<file path="config.mk">
export PLATFORM = sky130hd
export DESIGN_NAME = watch_mode_ctrl
export DESIGN_NICKNAME = d
export VERILOG_FILES = /design/src/rtl/watch_mode_ctrl.sv
export SDC_FILE = /design/constraint.sdc
export NUM_CORES = 1
export LEC_CHECK = 0
export ABC_CLOCK_PERIOD_IN_PS = 2050
export BUFFER_PORTS_ARGS = -buffer_cell sky130_fd_sc_hd__buf_2
export CORE_MARGIN = 4
export CORE_UTILIZATION = 54
export CTS_CLUSTER_SIZE = 14
export DETAILED_ROUTE_END_ITERATION = 12
export HOLD_SLACK_MARGIN = 0.08
export PLACE_DENSITY = 0.77
export SLEW_MARGIN = 20
export SYNTH_ARGS = -nofsm -noshare
export SYNTH_HDL_FRONTEND = slang
export SYNTH_SLANG_ARGS = --single-unit
</file>
<file path="constraint.sdc">
create_clock -name clk -period 2.05 [get_ports clk]
set_input_delay 0.3075 -clock clk [delete_from_list [all_inputs] [get_ports clk]]
set_output_delay 0.3075 -clock clk [all_outputs]
set_load 0.03 [all_outputs]
</file>
<file path="src/rtl/watch_mode_ctrl.sv">
// Watch mode controller: debounces two push buttons, classifies short/long presses,
// steps display modes, runs the mode-0 SET state with timeout and blink, and drives four 7-segment digits.
module watch_mode_ctrl #(
  parameter int N_MODES     = 3,
  parameter int DEB_CYC     = 500_000,
  parameter int LONG_CYC    = 50_000_000,
  parameter int TIMEOUT_CYC = 1_500_000_000,
  parameter int BLINK_CYC   = 12_500_000
) (
  input  logic                       clk,
  input  logic                       rst_n,
  input  logic                       key_1_n,
  input  logic                       key_2_n,
  input  logic [N_MODES*16-1:0]      digits_in,
  output logic [$clog2(N_MODES)-1:0] mode,
  output logic                       set_active,
  output logic                       short_1,
  output logic                       short_2,
  output logic                       long_2,
  output logic [6:0]                 Hex_0,
  output logic [6:0]                 Hex_1,
  output logic [6:0]                 Hex_2,
  output logic [6:0]                 Hex_3
);

  localparam int MW = $clog2(N_MODES);
  localparam int DW = $clog2(DEB_CYC + 1);
  localparam int LW = $clog2(LONG_CYC + 1);
  localparam int TW = $clog2(TIMEOUT_CYC + 1);
  localparam int BW = $clog2(BLINK_CYC + 1);

  localparam logic [MW-1:0] MODE_LAST  = MW'(N_MODES - 1);
  localparam logic [DW-1:0] DEB_LAST   = DW'(DEB_CYC - 1);
  localparam logic [LW-1:0] LONG_LAST  = LW'(LONG_CYC - 1);
  localparam logic [TW-1:0] TO_LAST    = TW'(TIMEOUT_CYC - 1);
  localparam logic [BW-1:0] BLINK_LAST = BW'(BLINK_CYC - 1);

  function automatic logic [6:0] seg7(input logic [3:0] v);
    case (v)
      4'd0:    seg7 = 7'b1000000;
      4'd1:    seg7 = 7'b1111001;
      4'd2:    seg7 = 7'b0100100;
      4'd3:    seg7 = 7'b0110000;
      4'd4:    seg7 = 7'b0011001;
      4'd5:    seg7 = 7'b0010010;
      4'd6:    seg7 = 7'b0000010;
      4'd7:    seg7 = 7'b1111000;
      4'd8:    seg7 = 7'b0000000;
      4'd9:    seg7 = 7'b0010000;
      default: seg7 = 7'h7F;
    endcase
  endfunction

  logic [1:0] key_n;
  logic [1:0] sync1_q, sync2_q;
  logic [1:0] pressed;
  logic [1:0] short_ev, long_ev;

  assign key_n   = {key_2_n, key_1_n};
  assign pressed = ~sync2_q;

  // Synchronizers reset to "pressed" so a key held through reset can never look released early.
  always_ff @(posedge clk) begin
    if (!rst_n) begin
      sync1_q <= '0;
      sync2_q <= '0;
    end else begin
      sync1_q <= key_n;
      sync2_q <= sync1_q;
    end
  end

  for (genvar k = 0; k < 2; k++) begin : g_key
    logic [DW-1:0] deb_cnt_q, deb_cnt_d;
    logic          armed_q, armed_d;
    logic          deb_q, deb_d, deb_prev_q;
    logic [LW-1:0] hold_q, hold_d;
    logic          long_done_q, long_done_d;
    logic          short_k, long_k;

    // Until armed, only a stable release is looked for; a press held across reset is ignored.
    always_comb begin
      deb_cnt_d   = deb_cnt_q;
      armed_d     = armed_q;
      deb_d       = deb_q;
      hold_d      = hold_q;
      long_done_d = long_done_q;
      long_k      = 1'b0;
      short_k     = deb_prev_q & ~deb_q & ~long_done_q;
      if (!armed_q) begin
        if (!pressed[k]) begin
          if (deb_cnt_q == DEB_LAST) begin
            armed_d   = 1'b1;
            deb_cnt_d = '0;
          end else begin
            deb_cnt_d = deb_cnt_q + DW'(1);
          end
        end else begin
          deb_cnt_d = '0;
        end
      end else if (pressed[k] != deb_q) begin
        if (deb_cnt_q == DEB_LAST) begin
          deb_d     = pressed[k];
          deb_cnt_d = '0;
        end else begin
          deb_cnt_d = deb_cnt_q + DW'(1);
        end
      end else begin
        deb_cnt_d = '0;
      end
      if (deb_q) begin
        if (!long_done_q) begin
          if (hold_q == LONG_LAST) begin
            long_k      = 1'b1;
            long_done_d = 1'b1;
          end else begin
            hold_d = hold_q + LW'(1);
          end
        end
      end else begin
        hold_d      = '0;
        long_done_d = 1'b0;
      end
    end

    always_ff @(posedge clk) begin
      if (!rst_n) begin
        deb_cnt_q   <= '0;
        armed_q     <= 1'b0;
        deb_q       <= 1'b0;
        deb_prev_q  <= 1'b0;
        hold_q      <= '0;
        long_done_q <= 1'b0;
      end else begin
        deb_cnt_q   <= deb_cnt_d;
        armed_q     <= armed_d;
        deb_q       <= deb_d;
        deb_prev_q  <= deb_q;
        hold_q      <= hold_d;
        long_done_q <= long_done_d;
      end
    end

    assign short_ev[k] = short_k;
    assign long_ev[k]  = long_k;
  end

  logic [MW-1:0] mode_q, mode_d;
  logic          set_q, set_d;
  logic [TW-1:0] to_q, to_d;
  logic [BW-1:0] blink_cnt_q, blink_cnt_d;
  logic          blink_ph_q, blink_ph_d;
  logic [1:0]    short_q;
  logic          long2_q, long2_d;
  logic          enter, blank;
  logic [15:0]   slice;
  logic [6:0]    hex_q [4];
  logic [6:0]    hex_d [4];

  always_comb begin
    slice = '0;
    for (int m = 0; m < N_MODES; m++) begin
      if (mode_q == MW'(m)) slice = digits_in[16*m +: 16];
    end
  end

  // Key-1 long wins over a coincident key-2 long; any key event reloads the SET timeout.
  always_comb begin
    mode_d      = mode_q;
    set_d       = set_q;
    to_d        = to_q;
    blink_cnt_d = blink_cnt_q;
    blink_ph_d  = blink_ph_q;
    long2_d     = 1'b0;
    enter       = 1'b0;
    if (long_ev[0]) begin
      mode_d = (mode_q == MODE_LAST) ? '0 : mode_q + MW'(1);
      set_d  = 1'b0;
    end else if (long_ev[1]) begin
      if (mode_q == '0) begin
        set_d = ~set_q;
        enter = ~set_q;
      end else begin
        long2_d = 1'b1;
      end
    end
    if (|{short_ev, long_ev}) begin
      to_d = '0;
    end else if (set_q) begin
      if (to_q == TO_LAST) set_d = 1'b0;
      else                 to_d  = to_q + TW'(1);
    end
    if (enter) begin
      blink_cnt_d = '0;
      blink_ph_d  = 1'b0;
    end else if (set_q) begin
      if (blink_cnt_q == BLINK_LAST) begin
        blink_cnt_d = '0;
        blink_ph_d  = ~blink_ph_q;
      end else begin
        blink_cnt_d = blink_cnt_q + BW'(1);
      end
    end
    blank = set_q & blink_ph_q;
    for (int i = 0; i < 4; i++) begin
      hex_d[i] = blank ? 7'h7F : seg7(slice[4*i +: 4]);
    end
  end

  always_ff @(posedge clk) begin
    if (!rst_n) begin
      mode_q      <= '0;
      set_q       <= 1'b0;
      to_q        <= '0;
      blink_cnt_q <= '0;
      blink_ph_q  <= 1'b0;
      short_q     <= '0;
      long2_q     <= 1'b0;
      for (int i = 0; i < 4; i++) hex_q[i] <= 7'h7F;
    end else begin
      mode_q      <= mode_d;
      set_q       <= set_d;
      to_q        <= to_d;
      blink_cnt_q <= blink_cnt_d;
      blink_ph_q  <= blink_ph_d;
      short_q     <= short_ev;
      long2_q     <= long2_d;
      for (int i = 0; i < 4; i++) hex_q[i] <= hex_d[i];
    end
  end

  assign mode       = mode_q;
  assign set_active = set_q;
  assign short_1    = short_q[0];
  assign short_2    = short_q[1];
  assign long_2     = long2_q;
  assign Hex_0      = hex_q[0];
  assign Hex_1      = hex_q[1];
  assign Hex_2      = hex_q[2];
  assign Hex_3      = hex_q[3];

endmodule

</file>
## Word-level counts from Yosys, hierarchy flattened

Memory sizes are Yosys's and may differ from the RTL's.
Cells that the tools add are included.

- Register bits after elaboration: 164
- Memory bits (writable): 28
- Bits in read-only memories: 448
- Bits of input ports: 52
- Memories kept: 5

- Add/subtract/negate cells: 7
- Equal/unequal tests: 10
- Muxes and demuxes: 47
- Bitwise logic cells: 21
- Reduce and logical (&&, ||, !) cells: 13

Memories:

| memory | words | width | read ports | clocked after Yosys merged registers in | wr ports | RTL line | source |
|---|---|---|---|---|---|---|---|
| (no name shown) | 16 | 7 | 1 | 0 | 0 | 39 | `case (v)` |
| (no name shown) | 16 | 7 | 1 | 0 | 0 | 39 |  |
| (no name shown) | 16 | 7 | 1 | 0 | 0 | 39 |  |
| (no name shown) | 16 | 7 | 1 | 0 | 0 | 39 |  |
| hex_q | 4 | 7 | 4 | 0 | 4 | 157 | `logic [6:0] hex_q [4];` |

Operator list:

| operator | number |
|---|---|
| $mux W19 | 8 |
| $mux W7 | 8 |
| $add A26 B1 Y26 const B | 2 |
| $eq A26 B26 Y1 const B | 2 |
| $mux W16 | 3 |
| $add A19 B1 Y19 const B | 2 |
| $eq A19 B19 Y1 const B | 2 |
| $add A31 B1 Y31 const B | 1 |
| $eq A31 B31 Y1 const B | 1 |
| $mux W1 | 26 |
| $add A24 B1 Y24 const B | 1 |
| $eq A24 B24 Y1 const B | 1 |
| $mux W24 | 1 |
| $reduce_and A2 Y1 | 6 |
| $not A1 Y1 | 11 |
| $reduce_and A3 Y1 | 2 |
| $and A1 B1 Y1 | 5 |
| $reduce_or A5 Y1 | 1 |
| $or A1 B1 Y1 | 4 |
| $reduce_or A4 Y1 | 1 |
| $reduce_or A3 Y1 | 1 |
| $add A2 B1 Y2 const B | 1 |
| $eq A2 B1 Y1 const B | 1 |
| $eq A2 B2 Y1 const B | 1 |
| 5 further kinds | 6 |

## Logic depth before layout (Yosys ltp)

Gate-level depths: netlist (run 1).

- Word-level depth: 9
- Mapped depth: 8
- Depth with buffers taken out: 7

## Worst setup path before layout (run 1)

Ideal clock, no wire load.

- Path kind: register to register
- Start point: reg mode_q[0] (netlist: mode[0])
- End point: mem hex_q[3][6]
- Arrival time: 2.144 ns
- Path slack: -0.236 ns
- Stages on the path, launching flop included: 9
- Buffers on the path: 2
- Period minus slack after synthesis: 2.286 ns
- Cells stage by stage: dfxtp_1 > buf_2 > buf_2 > mux2i_1 > a2bb2oi_1 > inv_1 > ha_1 > nor3_1 > o21ai_0

RTL lines:

| what | RTL line | source |
|---|---|---|
| start, declared | 148 | `logic [MW-1:0] mode_q, mode_d;` |
| start signal, assigned | 221 | `mode_q <= mode_d;` |
| end, declared | 157 |  |

## Worst setup path in the final report (run 1)

- Start point: reg g_key[0].hold_q[8]
- End point: reg to_q[2]

- Cells in the longest elaborated chain, start to end: 5

Ends and longest elaborated chain:

| what | RTL line | source |
|---|---|---|
| start, declared | 77 | `logic [LW-1:0] hold_q, hold_d;` |
| start signal, assigned | 139 | `hold_q <= hold_d;` |
| $eq A26 B26 Y1 | 113 | `if (hold_q == LONG_LAST) begin` |
| $mux W1 | 113 |  |
| $mux W1 | 112 | `if (!long_done_q) begin` |
| $mux W1 | 111 | `if (deb_q) begin` |
| $reduce_or A5 Y1 (no line) | n/a |  |
| end signal, assigned | 223 | `to_q <= to_d;` |
| end, declared | 150 | `logic [TW-1:0] to_q, to_d;` |

Every way passes these cells.
A chain may end at the register's enable or synchronous reset.

==> flow_metrics.env, run 1 <==
export IMPL_gr_total_overflow=0
export IMPL_initial_core_util_pct=55.17
export IMPL_postLayoutCoreUtil_pct=66.30
export IMPL_synth_lib_cells_used_distinct=62
export IMPL_grt_busiest_layer="met2"
export IMPL_worstRegToRegCells=7
export IMPL_design_area_mm2=0.01099
export IMPL_setup_violations_final=0
export IMPL_status="complete, no violations"
export IMPL_drive_above_1_share_pct=18.74
export IMPL_htree_num_levels=4
export IMPL_fin_crit_sh_pct=96.20
export IMPL_grtUsageTotal_pct=20.98
export IMPL_worst_endpoint_arrival_ps=2290
export IMPL_clock_path_buffers=2
export IMPL_chipHeight_um=138.2
export IMPL_whs_ps=103.8
export IMPL_timing_final_hold_violations=0
export IMPL_global_route_usage_met3_pct=3.660
export IMPL_synth_cell_area_mm2=0.009149
export IMPL_rr_startpoint="g_key[0].hold_q[8]$_SDFFE_PN0P_"
export IMPL_detailed_placer_s_ending_hpwl_mm=14.04
export IMPL_synth_ff_latch_count=192
export IMPL_p_sw_uw=1696
export IMPL_max_fo_critical_path=15
export IMPL_placed_area_mm2=0.01026
export IMPL_tritoncts_num_buffers=17
export IMPL_first_global_vias=7473
export IMPL_clock_sink_count=192
export IMPL_synth_largest_type_area_fraction_pct=42.01
export IMPL_final_min_clock_period_ps=1972
export IMPL_largest_net_degree_at_the_start_of_global_routing=24
export IMPL_routedWlPerCell_um=14.15
export IMPL_average_footprint_of_a_synthesized_cell_um2=8.534
export IMPL_cell_type_with_the_largest_total_area_after_synthesis="sky130_fd_sc_hd__dfxtp_1"
export IMPL_rsz0062_at_grt="false"
export IMPL_regToRegEndpoint="to_q[2]$_SDFFE_PP0P_"
export IMPL_floorplan_core_area_mm2=0.01658
export IMPL_gp_routability_congestion=0.8194
export IMPL_antenna_cells=0
export IMPL_slew_viol_final=0
export IMPL_cp_cell_sequence="nor4_1, nand4_1, nor4_2, buf_4, or4b_4, bufbuf_16, nor2_1"
export IMPL_hold_path_class="in -> reg"
export IMPL_place_port_buffers=85
export IMPL_io_pins=86
export IMPL_design_final_nets=1289
export IMPL_number_of_antenna_violations_at_the_first_check_in_global_routing=0
export IMPL_worst_r2r_setup_slack_ps=80
export IMPL_syn_inst=1072
export IMPL_clock_latency_of_the_later_clocked_register_in_the_worst_skew_pair_ps=430
export IMPL_synth_nets=1151
export IMPL_totalWireLength_mm=20.41
export IMPL_holdPathStages=2
export IMPL_cap_viol_max_count=0
export IMPL_post_drt_via_cell_ratio=5.537
export IMPL_layout_commonest_cell="sky130_fd_sc_hd__dfxtp_1"
export IMPL_synth_warning_count=0
export IMPL_max_slew_worst_pin_slew_ps=699.0
export IMPL_power_uw=7420
export IMPL_leakage_uw=0.004121
export IMPL_most_common_layout_cells="sky130_fd_sc_hd__dfxtp_1, sky130_fd_sc_hd__nor2_1, sky130_fd_sc_hd__nand2_1"
export IMPL_crit_required_ps=2370
export IMPL_crit_path_top_delay_cell="sky130_fd_sc_hd__dfxtp_1"
export IMPL_path_clk_slew_ps=70
export IMPL_tritoncts="yes"
export IMPL_grtUsageMet1_pct=28.23
export IMPL_criticalPathCategory="reg -> reg"
export IMPL_fin_tns_setup_ps=0
export IMPL_global_route_wire_length_before_repair_mm=34.78
export IMPL_vias=7985
export IMPL_critical_path_n_buffers_inverters=2
export IMPL_power_share_switching_pct=22.85
export IMPL_fp_dieW_um=138.2
export IMPL_cts_root_buf="sky130_fd_sc_hd__clkbuf_16"
export IMPL_critPathLaunchType="register"
export IMPL_clkPwrFrac_pct=43.3
export IMPL_slew_hr_pct=53.40
export IMPL_detail_route_antenna_nets=0
export IMPL_number_of_enable_type_register_cells_in_the_synthesized_netlist=0
export IMPL_hp_start="key_2_n"
export IMPL_synth_main_ff_cell="sky130_fd_sc_hd__dfxtp_1"
export IMPL_timing_hold_worst_endpoint="sync1_q[1]$_SDFF_PN0_"
export IMPL_syn_to_final_growth_pct=20.17
export IMPL_maxClockFrequency_mhz=507.1
export IMPL_initialDrtViolationCount=459
export IMPL_sequential_area_share_after_synthesis_pct=42.01
export IMPL_power_sequential_fraction_pct=51.0
export IMPL_detail_route_drc_violations=0
export IMPL_global_route_usage_met2_pct=35.02
export IMPL_power_internal_uw=5724
export IMPL_rows=47
export IMPL_synth_top_cells_by_area="sky130_fd_sc_hd__dfxtp_1, sky130_fd_sc_hd__xor2_1, sky130_fd_sc_hd__nor2_1"
export IMPL_crit_path_max_incr_delay_ps=340
export IMPL_critPathCaptureType="register"
export IMPL_pwr_density_cell_mw_per_mm2=674.9
export IMPL_crit_family="simple AND/OR/NAND/NOR gates"
export IMPL_fin_skew_ps=10.89
export IMPL_fp_dieArea_mm2=0.01909
export IMPL_vdd_ir_drop_worst_mv=0.8762
export IMPL_async_reset_ff_share_pct=0
export IMPL_combinationalPowerShare_pct=5.8
export IMPL_drtPass1Iterations=5
-- what timing repair did --
item	CTS	global route
gates cloned	1	0
buffers inserted	0	4
hold buffers	1	0
hold endpoints to repair	1	0
endpoints found under the setup margin	1	37
gates resized for setup	2	16
pin swaps	0	3
-- synth_stat cells, types with 24 or more instances --
| library cell | count |
|---|---|
| sky130_fd_sc_hd__a21oi_1 | 50 |
| sky130_fd_sc_hd__inv_1 | 27 |
| sky130_fd_sc_hd__xnor2_1 | 33 |
| sky130_fd_sc_hd__nand3_1 | 64 |
| sky130_fd_sc_hd__xor2_1 | 67 |
| sky130_fd_sc_hd__mux2i_1 | 26 |
| sky130_fd_sc_hd__nand2_1 | 95 |
| sky130_fd_sc_hd__nand4_1 | 41 |
| sky130_fd_sc_hd__or3_1 | 24 |
| sky130_fd_sc_hd__dfxtp_1 | 192 |
| sky130_fd_sc_hd__clkbuf_1 | 28 |
| sky130_fd_sc_hd__nor2_1 | 151 |
| sky130_fd_sc_hd__o21ai_0 | 49 |
| sky130_fd_sc_hd__ha_1 | 27 |
-- cell families after synthesis --
logic type	after synthesis	share of synthesized area, %
AO/OA/AOI/OAI	154	10.37
adder cells (fa/ha/maj)	27	3.693
flip-flops	192	42.01
XOR/XNOR	100	9.573
buffers and inverters	65	2.845
multiplexers	28	3.091
AND/OR/NAND/NOR	506	28.42
-- through the flow --
step                      setup WS, ps  std cells
after floorplan                  13.65       1072
after global placement           101.3       1405
after detailed placement         21.08       1405
after CTS                        49.20       1438
after global routing             1.837       1442
final                            77.86       1442
-- cell type report --
| cell class | instances | area (µm²) |
|---|---|---|
| clock buffers | 21 | 470.5 |
| clock inverters | 10 | 103.9 |
| fillers | 1350 | 5589 |
| inverters | 27 | 101.3 |
| multi-input cells | 815 | 5160 |
| flip-flops and latches | 192 | 3852 |
| well taps | 220 | 275.3 |
| repair buffers | 157 | 1031 |
-- metal layers --
metal / wire (µm) / part of all wire (%) / vias up
met5: 0 / 0 / -
met4: 325 / 1.6 / 0
met3: 589 / 2.9 / 25
met2: 9901 / 49 / 123
met1: 9591 / 47 / 3768
li1: - / - / 4069
-- worst max-delay path by stage --
stage,start,to,slack (ps),cells past startpoint
after floorplan,blink_cnt_q[7]$_SDFFE_PP0P_,blink_cnt_q[14]$_SDFFE_PP0P_,10,6
final,g_key[0].hold_q[8]$_SDFFE_PN0P_,to_q[2]$_SDFFE_PP0P_,80,7
after CTS,g_key[1].hold_q[13]$_SDFFE_PN0P_,g_key[1].hold_q[22]$_SDFFE_PN0P_,50,5
after detailed placement,g_key[0].hold_q[24]$_SDFFE_PN0P_,to_q[5]$_SDFFE_PP0P_,20,7
after global placement,g_key[1].hold_q[13]$_SDFFE_PN0P_,g_key[1].hold_q[22]$_SDFFE_PN0P_,100,5
after global routing,g_key[1].hold_q[10]$_SDFFE_PN0P_,g_key[1].hold_q[22]$_SDFFE_PN0P_,2,5
-- sequential cells by signal, indices dropped and copies added (netlist names), 24 cells and up --
signal           flops
to_q                31
g_key.hold_q        52
g_key.deb_cnt_q     38
hex_q               28
blink_cnt_q         24
-- power by group through the flow --
stage / Sequential (µW) / Combinational (µW) / Clock (µW)
5_1_grt: 3790 / 466 / 3440
6_report: 3780 / 427 / 3210
3_5_place_dp: 3870 / 407 / 0
4_1_cts: 3780 / 421 / 3270
2_1_floorplan: 3950 / 165 / 0
3_3_place_gp: 3870 / 401 / 0
Power figures use the tool's default switching activity.
==> run 2: changes to the inputs <==
ABC_CLOCK_PERIOD_IN_PS = 2000   (was 2050)
CORE_UTILIZATION = 59   (was 54)
PLACE_DENSITY = 0.79   (was 0.77)
clock period = 2 ns   (was 2.05 ns; I/O delays follow)
==> flow_metrics.env, run 2 (synthesis results as in run 1) <==
export IMPL_placement_setup_worst_slack_ps=64.26
export IMPL_vias=8152
export IMPL_finish_cell_count_without_fillers=1417
export IMPL_power_share_switching_pct=21.97
export IMPL_power_sequential_fraction_pct=48.7
export IMPL_crit_required_ps=2320
export IMPL_power_internal_uw=6214
export IMPL_pwr_density_cell_mw_per_mm2=716.4
export IMPL_syn_to_final_growth_pct=21.50
export IMPL_largest_reg_flops=52
export IMPL_max_fo_critical_path=5
export IMPL_largest_registers="g_key.hold_q x52, g_key.deb_cnt_q x38, to_q x31"
export IMPL_global_route_wire_length_before_repair_mm=35.23
export IMPL_tritoncts_num_buffers=17
export IMPL_total_area_of_multi_input_combinational_cells_mm2=0.005191
export IMPL_clock_path_buffers=2
export IMPL_number_of_antenna_violations_at_the_first_check_in_global_routing=0
export IMPL_worst_r2r_setup_slack_ps=3
export IMPL_worst_endpoint_arrival_ps=2310
export IMPL_most_common_layout_cells="sky130_fd_sc_hd__dfxtp_1, sky130_fd_sc_hd__nor2_1, sky130_fd_sc_hd__nand2_1"
export IMPL_holdPathStages=2
export IMPL_dp_cells=1379
export IMPL_htree_num_levels=4
export IMPL_fillers=1143
export IMPL_gp_routability_congestion=0.8585
export IMPL_vdd_ir_drop_worst_mv=0.7084
export IMPL_clock_latency_of_the_later_clocked_register_in_the_worst_skew_pair_ps=430
export IMPL_hold_path_class="in -> reg"
export IMPL_drive_above_1_share_pct=19.85
export IMPL_initial_core_util_pct=60.18
export IMPL_routedWlPerCell_um=14.99
export IMPL_post_drt_via_cell_ratio=5.753
export IMPL_design_final_nets=1296
export IMPL_critPathCaptureType="register"
export IMPL_p_sw_uw=1749
export IMPL_setup_violations_final=0
export IMPL_combinationalPowerShare_pct=5.6
export IMPL_fin_crit_sh_pct=99.86
export IMPL_cap_viol_max_count=0
export IMPL_detailed_placer_s_ending_hpwl_mm=14.56
export IMPL_power_uw=7964
export IMPL_cts_root_buf="sky130_fd_sc_hd__clkbuf_16"
export IMPL_rsz0062_at_grt="true"
export IMPL_detail_route_drc_violations=0
export IMPL_fp_dieW_um=132.5
export IMPL_critPathLaunchType="register"
export IMPL_chipHeight_um=132.5
export IMPL_path_clk_slew_ps=70
export IMPL_timing_final_hold_violations=0
export IMPL_whs_ps=272.3
export IMPL_maxClockFrequency_mhz=500.7
export IMPL_first_global_vias=7605
export IMPL_status="complete, no violations"
export IMPL_tritoncts="yes"
export IMPL_max_slew_worst_pin_slew_ps=644.6
export IMPL_antenna_cells=0
export IMPL_fin_skew_ps=11.03
export IMPL_floorplan_core_area_mm2=0.01520
export IMPL_io_pins=86
export IMPL_leakage_uw=0.004205
export IMPL_largest_net_degree_at_the_start_of_global_routing=32
export IMPL_worstRegToRegCells=5
export IMPL_grtUsageTotal_pct=23.44
export IMPL_layout_commonest_cell="sky130_fd_sc_hd__dfxtp_1"
export IMPL_place_port_buffers=85
export IMPL_setup_ws_ps=2.818
export IMPL_fp_dieArea_mm2=0.01756
export IMPL_totalWireLength_mm=21.25
export IMPL_clock_sink_count=192
export IMPL_slew_hr_pct=57.03
export IMPL_gr_total_overflow=0
export IMPL_rows=45
export IMPL_fin_tns_setup_ps=0
export IMPL_clkPwrFrac_pct=45.7
export IMPL_detail_route_antenna_nets=0
export IMPL_registers_top_by_ff_count="g_key.hold_q"
export IMPL_initialDrtViolationCount=641
export IMPL_drtPass1Iterations=5
export IMPL_criticalPathCategory="reg -> reg"
export IMPL_slew_viol_final=0
export IMPL_final_min_clock_period_ps=1997
export IMPL_sequential_cell_area_mm2=0.003854
[run 2: power by group through the flow]
stage | clock (µW) | sequential, µW | combinational, µW
6_report | 3640 | 3880 | 448
3_5_place_dp | 0 | 3970 | 421
4_1_cts | 3680 | 3880 | 428
2_1_floorplan | 0 | 4050 | 170
5_1_grt | 3850 | 3880 | 484
3_3_place_gp | 0 | 3970 | 414
[run 2: path summary, 6_finish.rpt]
check,end,from
hold reg to reg,sync2_q[0]$_SDFF_PN0_,sync1_q[0]$_SDFF_PN0_
setup reg to reg,to_q[2]$_SDFFE_PP0P_,to_q[12]$_SDFFE_PP0P_
setup / recovery,to_q[2]$_SDFFE_PP0P_,to_q[12]$_SDFFE_PP0P_
hold / removal,sync1_q[1]$_SDFF_PN0_,rst_n
[run 2: routing by layer]
| metal | GRT usage (%) | up-vias | share of wire (%) |
|---|---|---|---|
| met5 | 0 | - | 0 |
| met4 | 7.044 | 0 | 1.5 |
| met3 | 4.677 | 38 | 3.6 |
| met2 | 38.37 | 171 | 48 |
| met1 | 31.49 | 3861 | 46 |
| li1 | - | 4082 | - |
[run 2: metrics by stage]
step / utilization [%] / area (µm²)
5_1_grt: 73.12 / 11120
2_1_floorplan: - / 9194
6_report: 73.12 / 11120
3_3_place_gp: 67.65 / 10280
3_5_place_dp: 67.65 / 10280
4_1_cts: 72.00 / 10950
[run 2: final cells by class]
cell class              count  area share (%)
flip-flops and latches    192           34.67
clock buffers              20           4.108
well taps                 188           2.116
inverters                  27          0.9117
repair buffers            164           9.883
clock inverters            11           1.610
multi-input cells         815           46.70
[run 2: timing repair]
action | in CTS | in global routing
buffers inserted | 0 | 4
hold buffers | 2 | 0
cloned | 0 | 1
pin swaps | 0 | 4
gates resized for setup | 1 | 28
endpoints found under the hold margin | 2 | 0
setup endpoints to repair | 1 | 52
[run 2: worst max-delay path, cell delays in order, from the launching register on]
cell	delay, ps
sky130_fd_sc_hd__dfxtp_1	370
sky130_fd_sc_hd__nor4_2	320
sky130_fd_sc_hd__nand4_1	290
sky130_fd_sc_hd__o311ai_0	660
sky130_fd_sc_hd__xor2_1	190
sky130_fd_sc_hd__nor2_1	60
